**config.mk**
```make
export PLATFORM = sky130hd
export DESIGN_NAME = lcd_responder
export DESIGN_NICKNAME = d
export VERILOG_FILES = /design/src/rtl/lcd_responder_pkg.sv /design/src/rtl/lcd_responder_ddram.sv /design/src/rtl/lcd_responder.sv
export SDC_FILE = /design/constraint.sdc
export NUM_CORES = 1
export LEC_CHECK = 0
export CORE_MARGIN = 4
export CORE_UTILIZATION = 40
export DETAILED_ROUTE_END_ITERATION = 10
export PLACE_DENSITY = 0.59
export SYNTH_ARGS = -nofsm -noshare
export SYNTH_HDL_FRONTEND = slang
export SYNTH_SLANG_ARGS = --single-unit
```
**constraint.sdc**
```tcl
create_clock -name clk -period 2.35 [get_ports clk]
set_input_delay 0.705 -clock clk [delete_from_list [all_inputs] [get_ports clk]]
set_output_delay 0.705 -clock clk [all_outputs]
set_load 0.02 [all_outputs]
```
**src/rtl/lcd_responder_pkg.sv**
```systemverilog
// Shared types and helpers for the HD44780-style LCD bus responder:
// bus modes, command classes, address-counter wrap points and buffer mapping.
package lcd_responder_pkg;

  typedef enum logic [1:0] {
    MODE_INIT8,
    MODE_HI,
    MODE_LO
  } mode_t;

  typedef enum logic [2:0] {
    CMD_NOP,
    CMD_CLEAR,
    CMD_HOME,
    CMD_ENTRY,
    CMD_DISPLAY,
    CMD_SET_ADDR
  } cmd_t;

  localparam logic [3:0] NIB_FUNC_8BIT = 4'h3;
  localparam logic [3:0] NIB_FUNC_4BIT = 4'h2;

  localparam logic [7:0] SPACE_CHAR = 8'h20;

  localparam logic [6:0] AC_LINE1_FIRST = 7'h00;
  localparam logic [6:0] AC_LINE1_LAST  = 7'h27;
  localparam logic [6:0] AC_LINE2_FIRST = 7'h40;
  localparam logic [6:0] AC_LINE2_LAST  = 7'h67;

  localparam logic [4:0] LAST_ENTRY       = 5'd31;
  localparam int         MIN_CLEAR_CYCLES = 32;

  // Commands are classified by their highest set bit; shift, function set
  // and CGRAM addressing all collapse into CMD_NOP.
  function automatic cmd_t cmd_class(input logic [7:0] b);
    cmd_t c;
    if (b[7])             c = CMD_SET_ADDR;
    else if (b[6:4] != 0) c = CMD_NOP;
    else if (b[3])        c = CMD_DISPLAY;
    else if (b[2])        c = CMD_ENTRY;
    else if (b[1])        c = CMD_HOME;
    else if (b[0])        c = CMD_CLEAR;
    else                  c = CMD_NOP;
    return c;
  endfunction

  function automatic logic [6:0] ac_step(input logic [6:0] ac, input logic inc);
    logic [6:0] nxt;
    if (ac > AC_LINE2_LAST) begin
      nxt = AC_LINE1_FIRST;
    end else if (ac > AC_LINE1_LAST && ac < AC_LINE2_FIRST) begin
      nxt = AC_LINE2_FIRST;
    end else if (inc) begin
      if (ac == AC_LINE1_LAST)      nxt = AC_LINE2_FIRST;
      else if (ac == AC_LINE2_LAST) nxt = AC_LINE1_FIRST;
      else                          nxt = ac + 7'd1;
    end else begin
      if (ac == AC_LINE1_FIRST)      nxt = AC_LINE2_LAST;
      else if (ac == AC_LINE2_FIRST) nxt = AC_LINE1_LAST;
      else                           nxt = ac - 7'd1;
    end
    return nxt;
  endfunction

  // {visible, index}: only the first 16 columns of each line are mirrored.
  function automatic logic [5:0] ac_slot(input logic [6:0] ac);
    logic vis;
    vis = (ac[5:4] == 2'b00);
    return {vis, ac[6], ac[3:0]};
  endfunction

endpackage

```
**src/rtl/lcd_responder_ddram.sv**
```systemverilog
// 32x8 character buffer: one synchronous write port, one registered read port.
// Contents are deliberately left untouched by reset.
module lcd_responder_ddram (
  input  logic       clk,
  input  logic       we,
  input  logic [4:0] wr_addr,
  input  logic [7:0] wr_data,
  input  logic [4:0] rd_addr,
  output logic [7:0] rd_data
);

  logic [7:0] mem [0:31];

  always_ff @(posedge clk) begin
    if (we) begin
      mem[wr_addr] <= wr_data;
    end
    rd_data <= mem[rd_addr];
  end

endmodule

```
**src/rtl/lcd_responder.sv**
```systemverilog
// Responder end of a 4-bit HD44780-style LCD bus: reassembles nibbles,
// decodes commands and data writes, and mirrors a 16x2 character buffer.
module lcd_responder
  import lcd_responder_pkg::*;
#(
  parameter int BUSY_CYCLES  = 2000,
  parameter int CLEAR_CYCLES = 82000
) (
  input  logic       clk,
  input  logic       rst,
  input  logic       lcd_e,
  input  logic       lcd_rs,
  input  logic       lcd_rw,
  input  logic [3:0] lcd_dat,
  output logic [3:0] lcd_dat_o,
  output logic       lcd_dat_oe,
  input  logic [4:0] rd_addr,
  output logic [7:0] rd_data,
  output logic       byte_valid,
  output logic [7:0] byte_out,
  output logic       byte_rs,
  output logic       busy,
  output logic       disp_on,
  output logic       err
);

  localparam int CLEAR_EFF = (CLEAR_CYCLES > MIN_CLEAR_CYCLES) ? CLEAR_CYCLES : MIN_CLEAR_CYCLES;
  localparam int LONGEST   = (CLEAR_EFF > BUSY_CYCLES) ? CLEAR_EFF : BUSY_CYCLES;
  localparam int CNT_W     = $clog2(LONGEST + 1);

  localparam logic [CNT_W-1:0] BUSY_LOAD  = CNT_W'(BUSY_CYCLES - 1);
  localparam logic [CNT_W-1:0] CLEAR_LOAD = CNT_W'(CLEAR_EFF - 1);

  logic             e_q;
  logic             strobe;
  mode_t            mode;
  logic [3:0]       hi_nib;
  logic [6:0]       ac;
  logic             inc;
  logic             rd_phase;
  logic [CNT_W-1:0] busy_cnt;
  logic             fill_active;
  logic [4:0]       fill_idx;
  logic [7:0]       byte_now;
  cmd_t             cmd;
  logic [5:0]       slot;
  logic             char_we;
  logic             ram_we;
  logic [4:0]       ram_waddr;
  logic [7:0]       ram_wdata;

  assign strobe   = e_q & ~lcd_e;
  assign byte_now = {hi_nib, lcd_dat};
  assign cmd      = cmd_class(byte_now);
  assign slot     = ac_slot(ac);
  assign char_we  = strobe & ~lcd_rw & lcd_rs & (mode == MODE_LO) & ~busy & slot[5];

  // Fill wins the single write port; gating with rst makes reset abort it at once.
  always_comb begin
    ram_we    = rst & (fill_active | char_we);
    ram_waddr = slot[4:0];
    ram_wdata = byte_now;
    if (fill_active) begin
      ram_waddr = fill_idx;
      ram_wdata = SPACE_CHAR;
    end
  end

  lcd_responder_ddram u_ddram (
    .clk     (clk),
    .we      (ram_we),
    .wr_addr (ram_waddr),
    .wr_data (ram_wdata),
    .rd_addr (rd_addr),
    .rd_data (rd_data)
  );

  always_ff @(posedge clk) begin
    if (!rst) begin
      e_q         <= 1'b0;
      mode        <= MODE_INIT8;
      hi_nib      <= 4'h0;
      ac          <= AC_LINE1_FIRST;
      inc         <= 1'b1;
      rd_phase    <= 1'b0;
      busy        <= 1'b0;
      busy_cnt    <= '0;
      fill_active <= 1'b0;
      fill_idx    <= 5'd0;
      byte_valid  <= 1'b0;
      byte_out    <= 8'h00;
      byte_rs     <= 1'b0;
      disp_on     <= 1'b0;
      err         <= 1'b0;
      lcd_dat_o   <= 4'h0;
      lcd_dat_oe  <= 1'b0;
    end else begin
      e_q        <= lcd_e;
      byte_valid <= 1'b0;
      lcd_dat_oe <= lcd_e & lcd_rw;
      if (lcd_e && lcd_rw) begin
        lcd_dat_o <= rd_phase ? ac[3:0] : {busy, ac[6:4]};
      end else begin
        lcd_dat_o <= 4'h0;
      end

      if (busy) begin
        if (busy_cnt == '0) busy <= 1'b0;
        else                busy_cnt <= busy_cnt - CNT_W'(1);
      end

      if (fill_active) begin
        fill_idx <= fill_idx + 5'd1;
        if (fill_idx == LAST_ENTRY) fill_active <= 1'b0;
      end

      // Reads toggle their own phase and never disturb write nibble pairing.
      if (strobe && lcd_rw) begin
        rd_phase <= ~rd_phase;
      end else if (strobe) begin
        case (mode)
          MODE_INIT8: begin
            if (busy || lcd_rs ||
                (lcd_dat != NIB_FUNC_8BIT && lcd_dat != NIB_FUNC_4BIT)) begin
              err <= 1'b1;
            end else if (lcd_dat == NIB_FUNC_8BIT) begin
              busy     <= 1'b1;
              busy_cnt <= BUSY_LOAD;
            end else begin
              mode <= MODE_HI;
            end
          end
          MODE_HI: begin
            hi_nib <= lcd_dat;
            mode   <= MODE_LO;
          end
          MODE_LO: begin
            mode <= MODE_HI;
            if (busy) begin
              err <= 1'b1;
            end else begin
              byte_valid <= 1'b1;
              byte_out   <= byte_now;
              byte_rs    <= lcd_rs;
              busy       <= 1'b1;
              busy_cnt   <= BUSY_LOAD;
              if (lcd_rs) begin
                ac <= ac_step(ac, inc);
              end else begin
                case (cmd)
                  CMD_CLEAR: begin
                    fill_active <= 1'b1;
                    fill_idx    <= 5'd0;
                    ac          <= AC_LINE1_FIRST;
                    inc         <= 1'b1;
                    busy_cnt    <= CLEAR_LOAD;
                  end
                  CMD_HOME: begin
                    ac       <= AC_LINE1_FIRST;
                    busy_cnt <= CLEAR_LOAD;
                  end
                  CMD_ENTRY:    inc     <= byte_now[1];
                  CMD_DISPLAY:  disp_on <= byte_now[2];
                  CMD_SET_ADDR: ac      <= byte_now[6:0];
                  default: begin
                  end
                endcase
              end
            end
          end
          default: mode <= MODE_INIT8;
        endcase
      end
    end
  end

endmodule

```
* After elaboration in Yosys (flattened, before gate mapping)
Memories as Yosys holds them, arrays and structs flattened. A register that Yosys moved wholly into a read port is not among the register bits. Index checks and enable logic that the tools add are counted.
Cells by class: add/subtract/negate cells 4, reduce and logical (&&, ||, !) cells 24, equality and inequality tests 18, mux-type cells 61, order comparisons 3, bitwise gates (word level) 18
Operators by type and width (count):
- $mux 17 | 9
- $mux 7 | 8
- $mux 5 | 8
- $pmux 17 s2 | 1
- $mux 1 | 21
- $logic_not 17->1 | 1
- $sub 17x1->17 const B | 1
- $eq 7x7->1 const B | 2
- $pmux 7 s2 | 1
- $reduce_and 6->1 | 2
- $reduce_and 5->1 | 2
- $mux 3 | 3
- $not 1->1 | 9
- $and 1x1->1 | 8
- $mux 2 | 4
- $mux 8 | 1
- $ne 2x2->1 const B | 4
- $ne 4x2->1 const B | 2
- $reduce_and 4->1 | 2
- $add 7x1->7 const B | 1
- $eq 7x6->1 const B | 1
- $gt 7x6->1 const B | 1
- $gt 7x7->1 const B | 1
- $logic_not 7->1 | 1
- 23 further kinds | 34
Word-level totals: word-level logic and storage cells 146, input port bits 14, memory bits (writable) 256, register bits after elaboration 57, memories kept 1
Memories:
- u_ddram.mem | depth 32, width 8, read ports 1, clocked after Yosys merged registers in 1, write ports 1, RTL line lcd_responder_ddram.sv:12 | logic [7:0] mem [0:31];

* Logic depth before layout (Yosys ltp)
Gate-level depths: netlist of the first run.
depth in word-level cells 14, mapped depth 8

* Cells and area by module
Synthesis of the first run repeated with hierarchy kept, for this count alone.
Unflattened totals: cell total of the unflattened synthesis 783, area, all modules 13042.5 um2
By module, submodules not included:
- lcd_responder_ddram | sequential area each 7847.5 um2, area an instance 10053.4 um2, times used 1, cells each 417
- lcd_responder | sequential area each 1141.1 um2, area an instance 2989.1 um2, times used 1, cells each 366

* Worst setup path after synthesis of the first run
Ideal clock, no wire load.
path kind in2reg, start input rd_addr[1], end register u_ddram.rd_data[0], read port of u_ddram.mem, setup time 0.121 ns, arrival time 2.387 ns, cell stages on the path 5, setup slack -0.158 ns, path buffers 2, cell sequence clkbuf_1 > buf_1 > mux4_2 > mux4_2 > mux2_2
RTL lines:
- start: declaration | RTL line lcd_responder.sv:17 | input logic [4:0] rd_addr,
- end: declaration | RTL line lcd_responder_ddram.sv:9 | output logic [7:0] rd_data

* Worst setup path after layout of the first run
start input lcd_e, end memory u_ddram.mem[14][3] (enable)
Between the ends: word-level cells in the longest chain between the ends 11
RTL lines:
- start: declaration | RTL line lcd_responder.sv:11 | input logic lcd_e,
- $not 1->1 | RTL line lcd_responder.sv:52 | assign strobe = e_q & ~lcd_e;
- $and 1x1->1 | RTL line lcd_responder.sv:52
- $and 1x1->1 (5 in series) | RTL line lcd_responder.sv:56 | assign char_we = strobe & ~lcd_rw & lcd_rs & (mode == MODE_LO) & ~busy & slot[5];
- $or 1x1->1 | RTL line lcd_responder.sv:60 | ram_we = rst & (fill_active | char_we);
- $and 1x1->1 | RTL line lcd_responder.sv:60
- $mux 1 | RTL line lcd_responder_ddram.sv:15 | if (we) begin
- $mux 1 (implied by the code) | RTL line lcd_responder_ddram.sv:16 | mem[wr_addr] <= wr_data;
- end: declaration | RTL line lcd_responder_ddram.sv:12
Every way passes these cells.

==> results of run 1 <==
[state kept, by name, indices dropped and copies added, names as in the netlist, 4 cells and up]
register and flops:
u_ddram.mem 256, busy_cnt 17, byte_out 8, u_ddram.rd_data 8
ac 7, fill_idx 5, hi_nib 4, lcd_dat_o 4
[final timing paths]
kind                                          startpoint                      endpoint
worst max register to register    fill_active$_SDFF_PN0_   u_ddram.mem[4][7]$_DFFE_PP_
worst min register to register  byte_out[4]$_SDFFE_PN0P_      byte_out[4]$_SDFFE_PN0P_
worst min-delay path            byte_out[4]$_SDFFE_PN0P_      byte_out[4]$_SDFFE_PN0P_
worst max-delay path                               lcd_e  u_ddram.mem[14][3]$_DFFE_PP_
[power by group through the flow]
stage               clock, mW  combinational (mW)  sequential [mW]
finish                   5.37               0.540             6.12
floorplan                   0               0.295             6.26
global placement            0               0.543             6.24
global route             5.78               0.577             6.11
detailed placement          0               0.546             6.24
CTS                      5.51               0.549             6.12
[routing by layer]
layer | track usage | routed length [um]
met4 | 0.03587 | 424
met1 | 0.2347 | 13270
met2 | 0.2459 | 13080
met3 | 0.03171 | 1327
met5 | 0 | 0
[timing repair]
item | CTS | global route
pin swaps | 0 | 6
setup endpoints to repair | 108 | 254
resized for setup | 4 | 35
[placed cells by master, fill, tap and decap left out, types with 13 or more instances in the layout]
| cell | n |
|---|---|
| o21ai_0 | 15 |
| nor2_1 | 62 |
| dfxtp_1 | 65 |
| mux4_2 | 80 |
| buf_12 | 13 |
| xor2_1 | 15 |
| clkbuf_16 | 36 |
| a21oi_1 | 27 |
| clkdlybuf4s50_1 | 36 |
| buf_6 | 17 |
| mux2_2 | 13 |
| nand3_1 | 16 |
| edfxtp_1 | 256 |
| buf_4 | 71 |
| nand2_1 | 59 |
[final cells by class]
| type | count | area, um2 | share of cell area |
|---|---|---|---|
| sequential | 321 | 8989 | 0.5596 |
| multi-input combinational | 436 | 3999 | 0.2490 |
| timing repair buffer | 139 | 1359 | 0.08460 |
| clock buffer | 45 | 954.7 | 0.05944 |
| tap | 442 | 553.0 | 0.03443 |
| clock inverter | 15 | 173.9 | 0.01083 |
| inverter | 9 | 33.78 | 0.002103 |
[metrics by stage]
step	setup slack, ns	instances	area, um2
after floorplan	-0.1307	812	13170
after global placement	-0.5782	1347	14800
after detailed placement	-0.6081	1347	14800
after CTS	-0.005466	1407	15940
after global routing	-0.02833	1407	16060
final	0.04871	1407	16060
[cell families (layout without fill, tap and decap cells)]
group | count (synthesis) | in the layout | synth area share
fa+ha+maj | 6 | 6 | 0.005723
mux | 103 | 103 | 0.1561
simple gates | 230 | 230 | 0.08499
xor+xnor | 19 | 19 | 0.01269
buf+inv | 55 | 208 | 0.01812
compound gates | 78 | 78 | 0.03711
flops | 321 | 321 | 0.6852
[worst max-delay path: stages]
cell and delay, ns:
clkdlybuf4s50_1 0.46, nor4b_4 0.30, buf_4 0.17, nand4_1 0.10
a21oi_2 0.15, buf_4 0.15, nand2_1 0.14, nor2_1 0.16
buf_6 0.18
==> impl_metrics.json, run 1 <==
{
  "setup_viol": 0,
  "syn_avg_cell_area_um2": 16.15,
  "power.density_mw_per_mm2": 749.0,
  "yosysTopAreaCellShare": 0.5860,
  "switching_share": 0.2028,
  "pin_count": 40,
  "rsz0062_at_grt": "yes",
  "r2r_cells": 4,
  "h-tree-depth": 2,
  "die_w_um": 189.1,
  "antenna_found_initial": 0,
  "vias_per_cell": 5.188,
  "final_util": 0.4949,
  "track_usage": 0.1587,
  "fin_skew_ns": 0.01712,
  "drv_cap": 0,
  "pwr-share-comb": 0.045,
  "p_seq_frac": 0.508,
  "synth_area_mm2": 0.01312,
  "first_pass_iters": 5,
  "synth_fp_nets": 832,
  "clock.fmax_mhz": 434.5,
  "synth_top_flop_cell": "edfxtp_1",
  "synth_common_cells": "256 x edfxtp_1, 80 x mux4_2, 75 x nor2_1",
  "postCtsHoldBufs": 0,
  "syn_inst": 812,
  "portBuffers": 39,
  "rrSetupSlack_ns": 0.25,
  "synth.area.top_cells": "edfxtp_1 59%, mux4_2 14%, dfxtp_1 9.9%, nor2_1 2.1%, nand2_1 1.9%",
  "synth.most_common_cell": "edfxtp_1",
  "syn2layout_area_growth_pct": 22.44,
  "p_clk_frac": 0.447,
  "cp.arrival_ns": 2.52,
  "tightest_slew_ns": 0.6287,
  "first_iter_violations": 483,
  "holdWs_ns": 0.4566,
  "synth-edff-count": 256,
  "synth_top_cell_by_area": "edfxtp_1",
  "vias": 7300,
  "peakVddDrop_mv": 0.4380,
  "slew_violations": 0,
  "final_nets": 962,
  "fp.dieArea_mm2": 0.03576,
  "yosys_warnings": 0,
  "wirelength_mm": 28.11,
  "finalHoldViolCount": 0,
  "min_period_over_period": 0.9793,
  "clockRootBuffer": "clkbuf_16",
  "fin_setup_tns_ns": 0,
  "power_leakage_nw": 5.487,
  "rows": 66,
  "dp_hpwl_mm": 18.55,
  "cts_buffers": 35,
  "crit_fanout": 8,
  "clock_path_buffers": 3,
  "critPathCaptureType": "flip-flop",
  "status": "completed",
  "ys_ff_latch": 321,
  "grt_pass1_vias": 7420,
  "critPathKind": "in2reg",
  "crit_required_ns": 2.57,
  "slew_headroom": 0.5803,
  "drc": 0,
  "p_total_mw": 12.03,
  "async_flop_share": 0,
  "cts_setup_buffers": 0,
  "core_area_mm2": 0.03245,
  "tritoncts": "built",
  "die_h_um": 189.1,
  "synth_cell_types": 56,
  "start_util": 0.4042,
  "globalplace.congestion": 0.7958,
  "p_sw_mw": 2.440,
  "hp-class": "reg2reg",
  "power.internal_mw": 9.590,
  "ys_seq_area_frac": 0.6852,
  "final_layout_size_suffix_gt1_frac": 0.2902,
  "clock_sinks": 321,
  "min_period_ns": 2.301,
  "fillCellCount": 2755,
  "path_clk_slew_ns": 0.06,
  "diodes": 0,
  "whs_path_depth": 2,
  "grt_first_pass_wirelength_mm": 44.35,
  "cp-start-kind": "input port",
  "wl_per_cell_um": 19.98,
  "ant_nets": 0,
  "worstSkewPairLatency_ns": 0.51,
  "grt_max_degree": 37,
  "grt_remaining_overflow": 0
}
Power figures use the tool's default switching activity.
==> run 2, diff against run 1 <==
Settings changed: CTS_CLUSTER_SIZE set to 10, SLEW_MARGIN set to 20.
==> impl_metrics.json, run 2 (same netlist as run 1, synthesis figures left out) <==
{
  "slew_headroom": 0.5806,
  "tritoncts": "built",
  "first_iter_violations": 487,
  "drv_cap": 0,
  "switching_share": 0.1993,
  "drc": 0,
  "tightest_slew_ns": 0.6283,
  "cts_setup_buffers": 0,
  "status": "completed",
  "power.density_mw_per_mm2": 760.3,
  "pin_count": 40,
  "fillCellCount": 2719,
  "hp-class": "reg2reg",
  "crit_top_cell": "buf_4",
  "setup_viol": 0,
  "rsz0062_at_grt": "yes",
  "path_clk_slew_ns": 0.05,
  "fin_area_mm2": 0.01613,
  "crit_fanout": 8,
  "crit_family": "buffers and inverters",
  "grt_pass1_vias": 7416,
  "globalplace.congestion": 0.7958,
  "grt_max_degree": 37,
  "critPathKind": "in2reg",
  "reg.largest.list": "u_ddram.mem: 256 flops, busy_cnt: 17 flops",
  "min_period_over_period": 0.9836,
  "ant_nets": 0,
  "fp.dieArea_mm2": 0.03576,
  "cts_buffers": 39,
  "power_leakage_nw": 5.504,
  "vias_per_cell": 5.213,
  "portBuffers": 39,
  "slew_violations": 0,
  "clock_sinks": 321,
  "place_area_mm2": 0.01480,
  "fin_setup_tns_ns": 0,
  "antenna_found_initial": 0,
  "clock_path_buffers": 3,
  "seqCellArea_mm2": 0.008989,
  "cp.arrival_ns": 2.54,
  "post-place-ws_ns": -0.6081,
  "clockRootBuffer": "clkbuf_16",
  "crit_buf_inv": 4,
  "p_clk_frac": 0.457,
  "critPathCaptureType": "flip-flop",
  "fin_cells": 1419,
  "cp-start-kind": "input port",
  "fin_ws_ns": 0.03864,
  "start_util": 0.4042,
  "core_area_mm2": 0.03245,
  "power.internal_mw": 9.820,
  "multi_input_area_mm2": 0.003981,
  "grt_remaining_overflow": 0,
  "dp.cells": 1347,
  "peakVddDrop_mv": 0.4535,
  "die_w_um": 189.1,
  "dp_hpwl_mm": 18.55,
  "p_seq_frac": 0.499,
  "wirelength_mm": 28.03,
  "wl_per_cell_um": 19.75,
  "diodes": 0,
  "largest-register": "u_ddram.mem",
  "min_period_ns": 2.311,
  "h-tree-depth": 2,
  "worstSkewPairLatency_ns": 0.52,
  "clock.fmax_mhz": 432.6,
  "slowest_delay_ns": 0.43,
  "grt_first_pass_wirelength_mm": 44.28,
  "rows": 66,
  "final_layout_size_suffix_gt1_frac": 0.2866,
  "finalHoldViolCount": 0,
  "crit_required_ns": 2.57,
  "track_usage": 0.1582,
  "pwr-share-comb": 0.044,
  "vias": 7397,
  "p_sw_mw": 2.445,
  "final_cell_mix": "256 x edfxtp_1, 80 x mux4_2, 71 x buf_4",
  "final_nets": 966,
  "fin_skew_ns": 0.02040,
  "first_pass_iters": 5,
  "postCtsHoldBufs": 0,
  "syn2layout_area_growth_pct": 22.97,
  "mostFrequentLayoutCell": "edfxtp_1",
  "crit_slowest_cell": "clkdlybuf4s50_1",
  "largest_reg_flops": 256,
  "die_h_um": 189.1,
  "cp_cell_sequence": "clkdlybuf4s50_1, nor4b_2, buf_4, nand4_1, a21oi_2, buf_4, nand2_2, nor2_2, buf_12"
}
run 2: cell types whose count changed in the layout (fill, tap and decap cells not counted), sizes merged:
| cell | change |
|---|---|
| clkbuf | +23 |
| bufinv | -2 |
| clkinvlp | -2 |
| clkinv | -7 |
run 2: path summary, 6_finish.rpt:
path	cells after the start	to	slack, ns	start
worst max-delay path	9	u_ddram.mem[13][5]$_DFFE_PP_	0.04	lcd_rw
worst min-delay path	2	byte_out[5]$_SDFFE_PN0P_	0.46	byte_out[5]$_SDFFE_PN0P_
worst max register to register	6	ac[0]$_SDFFE_PN0P_	0.26	ac[0]$_SDFFE_PN0P_
worst min register to register	2	byte_out[5]$_SDFFE_PN0P_	0.46	byte_out[5]$_SDFFE_PN0P_
run 2: power groups by stage:
| stage | clock network (mW) | logic, mW | registers, mW |
|---|---|---|---|
| floorplan | 0 | 0.295 | 6.26 |
| global placement | 0 | 0.543 | 6.24 |
| detailed placement | 0 | 0.546 | 6.24 |
| CTS | 5.76 | 0.547 | 6.12 |
| global route | 6.04 | 0.576 | 6.12 |
| finish | 5.61 | 0.538 | 6.12 |
run 2: what timing repair did:
action	CTS	global route
gates resized for setup	4	34
pin swaps	1	3
endpoints found under the setup margin	54	243
run 2: layout make-up:
class                   count  area share
repair buffers            139     0.08424
multi-input cells         436      0.2468
well taps                 442     0.03428
clock buffers              68     0.07167
inverters                   9    0.002094
clock inverters             4    0.003646
flip-flops and latches    321      0.5572
run 2: worst reg2reg max path: cells and delay by family, from the launching register on:
kind / cells / cell delay (ns)
flops: 1 / 0.46
simple gates: 2 / 0.54
fa+ha+maj: 1 / 0.27
compound gates: 3 / 0.75
run 2: metrics by stage:
stage                     utilization  hold slack [ns]  power [mW]
after CTS                      0.4937           0.4574       12.42
after detailed placement       0.4560           0.4496       6.783
after global routing           0.4970           0.4734       12.74
after floorplan                     -           0.4623       6.555
final                          0.4970           0.4555       12.26
after global placement         0.4560           0.4450       6.779
run 2: routing by layer:
| layer | global-route usage | up-vias | part of all wire |
|---|---|---|---|
| met4 | 0.03784 | 0 | 0.018 |
| li1 | - | 3446 | - |
| met1 | 0.2378 | 3737 | 0.47 |
| met2 | 0.2425 | 179 | 0.46 |
| met3 | 0.02821 | 35 | 0.046 |
| met5 | 0 | - | 0 |
==> run 3, diff against run 2 <==
Settings changed: CORE_UTILIZATION 40 to 45, PLACE_DENSITY 0.59 to 0.65.
==> impl_metrics.json, run 3 (same netlist as run 1, synthesis figures left out) <==
{
  "switching_share": 0.2010,
  "clockRootBuffer": "clkbuf_16",
  "peakVddDrop_mv": 0.4575,
  "drv_cap": 0,
  "crit_fanout": 8,
  "post-place-ws_ns": -0.5149,
  "final_layout_size_suffix_gt1_frac": 0.2803,
  "tritoncts": "built",
  "cp-start-kind": "input port",
  "globalplace.congestion": 0.8254,
  "dp.cells": 1293,
  "finalHoldViolCount": 0,
  "clock.fmax_mhz": 439.7,
  "slew_violations": 0,
  "clock_path_buffers": 3,
  "min_period_ns": 2.274,
  "r2r-start": "mode[0]$_SDFFE_PN0P_",
  "p_sw_mw": 2.387,
  "dp_hpwl_mm": 18.39,
  "crit_required_ns": 2.57,
  "min_from": "byte_out[2]$_SDFFE_PN0P_",
  "cts_setup_buffers": 0,
  "fin_skew_ns": 0.02392,
  "fin_setup_tns_ns": 0,
  "final_cell_mix": "256 x edfxtp_1, 82 x buf_4, 80 x mux4_2",
  "grt_remaining_overflow": 0,
  "pin_count": 40,
  "rows": 62,
  "setup_viol": 0,
  "h-tree-depth": 2,
  "start_util": 0.4570,
  "largest_reg_flops": 256,
  "fp.dieArea_mm2": 0.03195,
  "fillCellCount": 2274,
  "path_clk_slew_ns": 0.06,
  "diodes": 0,
  "first_pass_iters": 5,
  "die_h_um": 178.7,
  "pwr-share-comb": 0.045,
  "holdWs_ns": 0.4569,
  "reg.largest.list": "u_ddram.mem: 256 flops, busy_cnt: 17 flops",
  "cp.arrival_ns": 2.49,
  "worstSkewPairLatency_ns": 0.53,
  "grt_first_pass_wirelength_mm": 44.04,
  "clock_sinks": 321,
  "track_usage": 0.1820,
  "antenna_found_initial": 0,
  "min_period_over_period": 0.9679,
  "mostFrequentLayoutCell": "edfxtp_1",
  "power.density_mw_per_mm2": 745.6,
  "drc": 0,
  "power_leakage_nw": 5.456,
  "cts_buffers": 38,
  "p_seq_frac": 0.515,
  "critPathKind": "in2reg",
  "p_clk_frac": 0.439,
  "die_w_um": 178.7,
  "core_area_mm2": 0.02870,
  "startpoint": "lcd_rw",
  "largest-register": "u_ddram.mem",
  "status": "completed",
  "fin_cells": 1358,
  "vias_per_cell": 5.438,
  "ant_nets": 0,
  "critPathCaptureType": "flip-flop",
  "rsz0062_at_grt": "yes",
  "syn2layout_area_growth_pct": 21.43,
  "hp-class": "reg2reg",
  "first_iter_violations": 618,
  "postCtsHoldBufs": 0,
  "final_nets": 969,
  "fin_ws_ns": 0.07554,
  "vias": 7385,
  "final_util": 0.5550,
  "grt_pass1_vias": 7478,
  "power.internal_mw": 9.490,
  "tightest_slew_ns": 0.7081,
  "slew_headroom": 0.5279,
  "grt_max_degree": 33,
  "wirelength_mm": 27.93,
  "portBuffers": 39,
  "wl_per_cell_um": 20.57
}
[run 3: area by class of cell]
class / count / area, um2 / area share
clock buffers: 62 / 1072 / 0.06732
clock inverters: 3 / 36.28 / 0.002278
inverters: 9 / 33.78 / 0.002121
multi-input cells: 436 / 3973 / 0.2494
flip-flops and latches: 321 / 8989 / 0.5643
well taps: 384 / 480.5 / 0.03016
repair buffers: 143 / 1345 / 0.08444
[run 3: path summary, 6_finish.rpt]
path,to,slack [ns],depth (start not counted)
min reg2reg,byte_out[2]$_SDFFE_PN0P_,0.46,2
max reg2reg,u_ddram.mem[11][1]$_DFFE_PP_,0.33,8
min,byte_out[2]$_SDFFE_PN0P_,0.46,2
max,u_ddram.mem[11][1]$_DFFE_PP_,0.08,9
[run 3: layer usage]
layer	global-route usage	part of all wire
met1	0.2665	0.46
met2	0.2867	0.48
met3	0.03269	0.048
met4	0.04509	0.018
met5	0	0
[run 3: power by group through the flow]
stage,logic [mW],registers (mW),clock network [mW]
floorplan,0.295,6.26,0
global placement,0.537,6.24,0
detailed placement,0.542,6.24,0
CTS,0.544,6.12,5.35
global route,0.574,6.12,5.60
finish,0.537,6.12,5.22
[run 3: repair_timing]
item / 4_1_cts / 5_1_grt
endpoints found under the setup margin: 1 / 229
gates resized for setup: 1 / 28
pin swaps: 0 / 2
[run 3: through the flow]
stage,instance area [um2],power (mW)
final,15930,11.88
after global routing,15930,12.30
after CTS,15840,12.01
after detailed placement,14730,6.779
after global placement,14730,6.774
after floorplan,13170,6.555
[run 3: critical path, stage by stage]
cell	delay [ns]
clkdlybuf4s50_1	0.44
nor4b_2	0.25
buf_4	0.19
nand4_1	0.08
a21oi_1	0.17
buf_4	0.16
nand2_1	0.16
nor2_1	0.14
buf_4	0.20
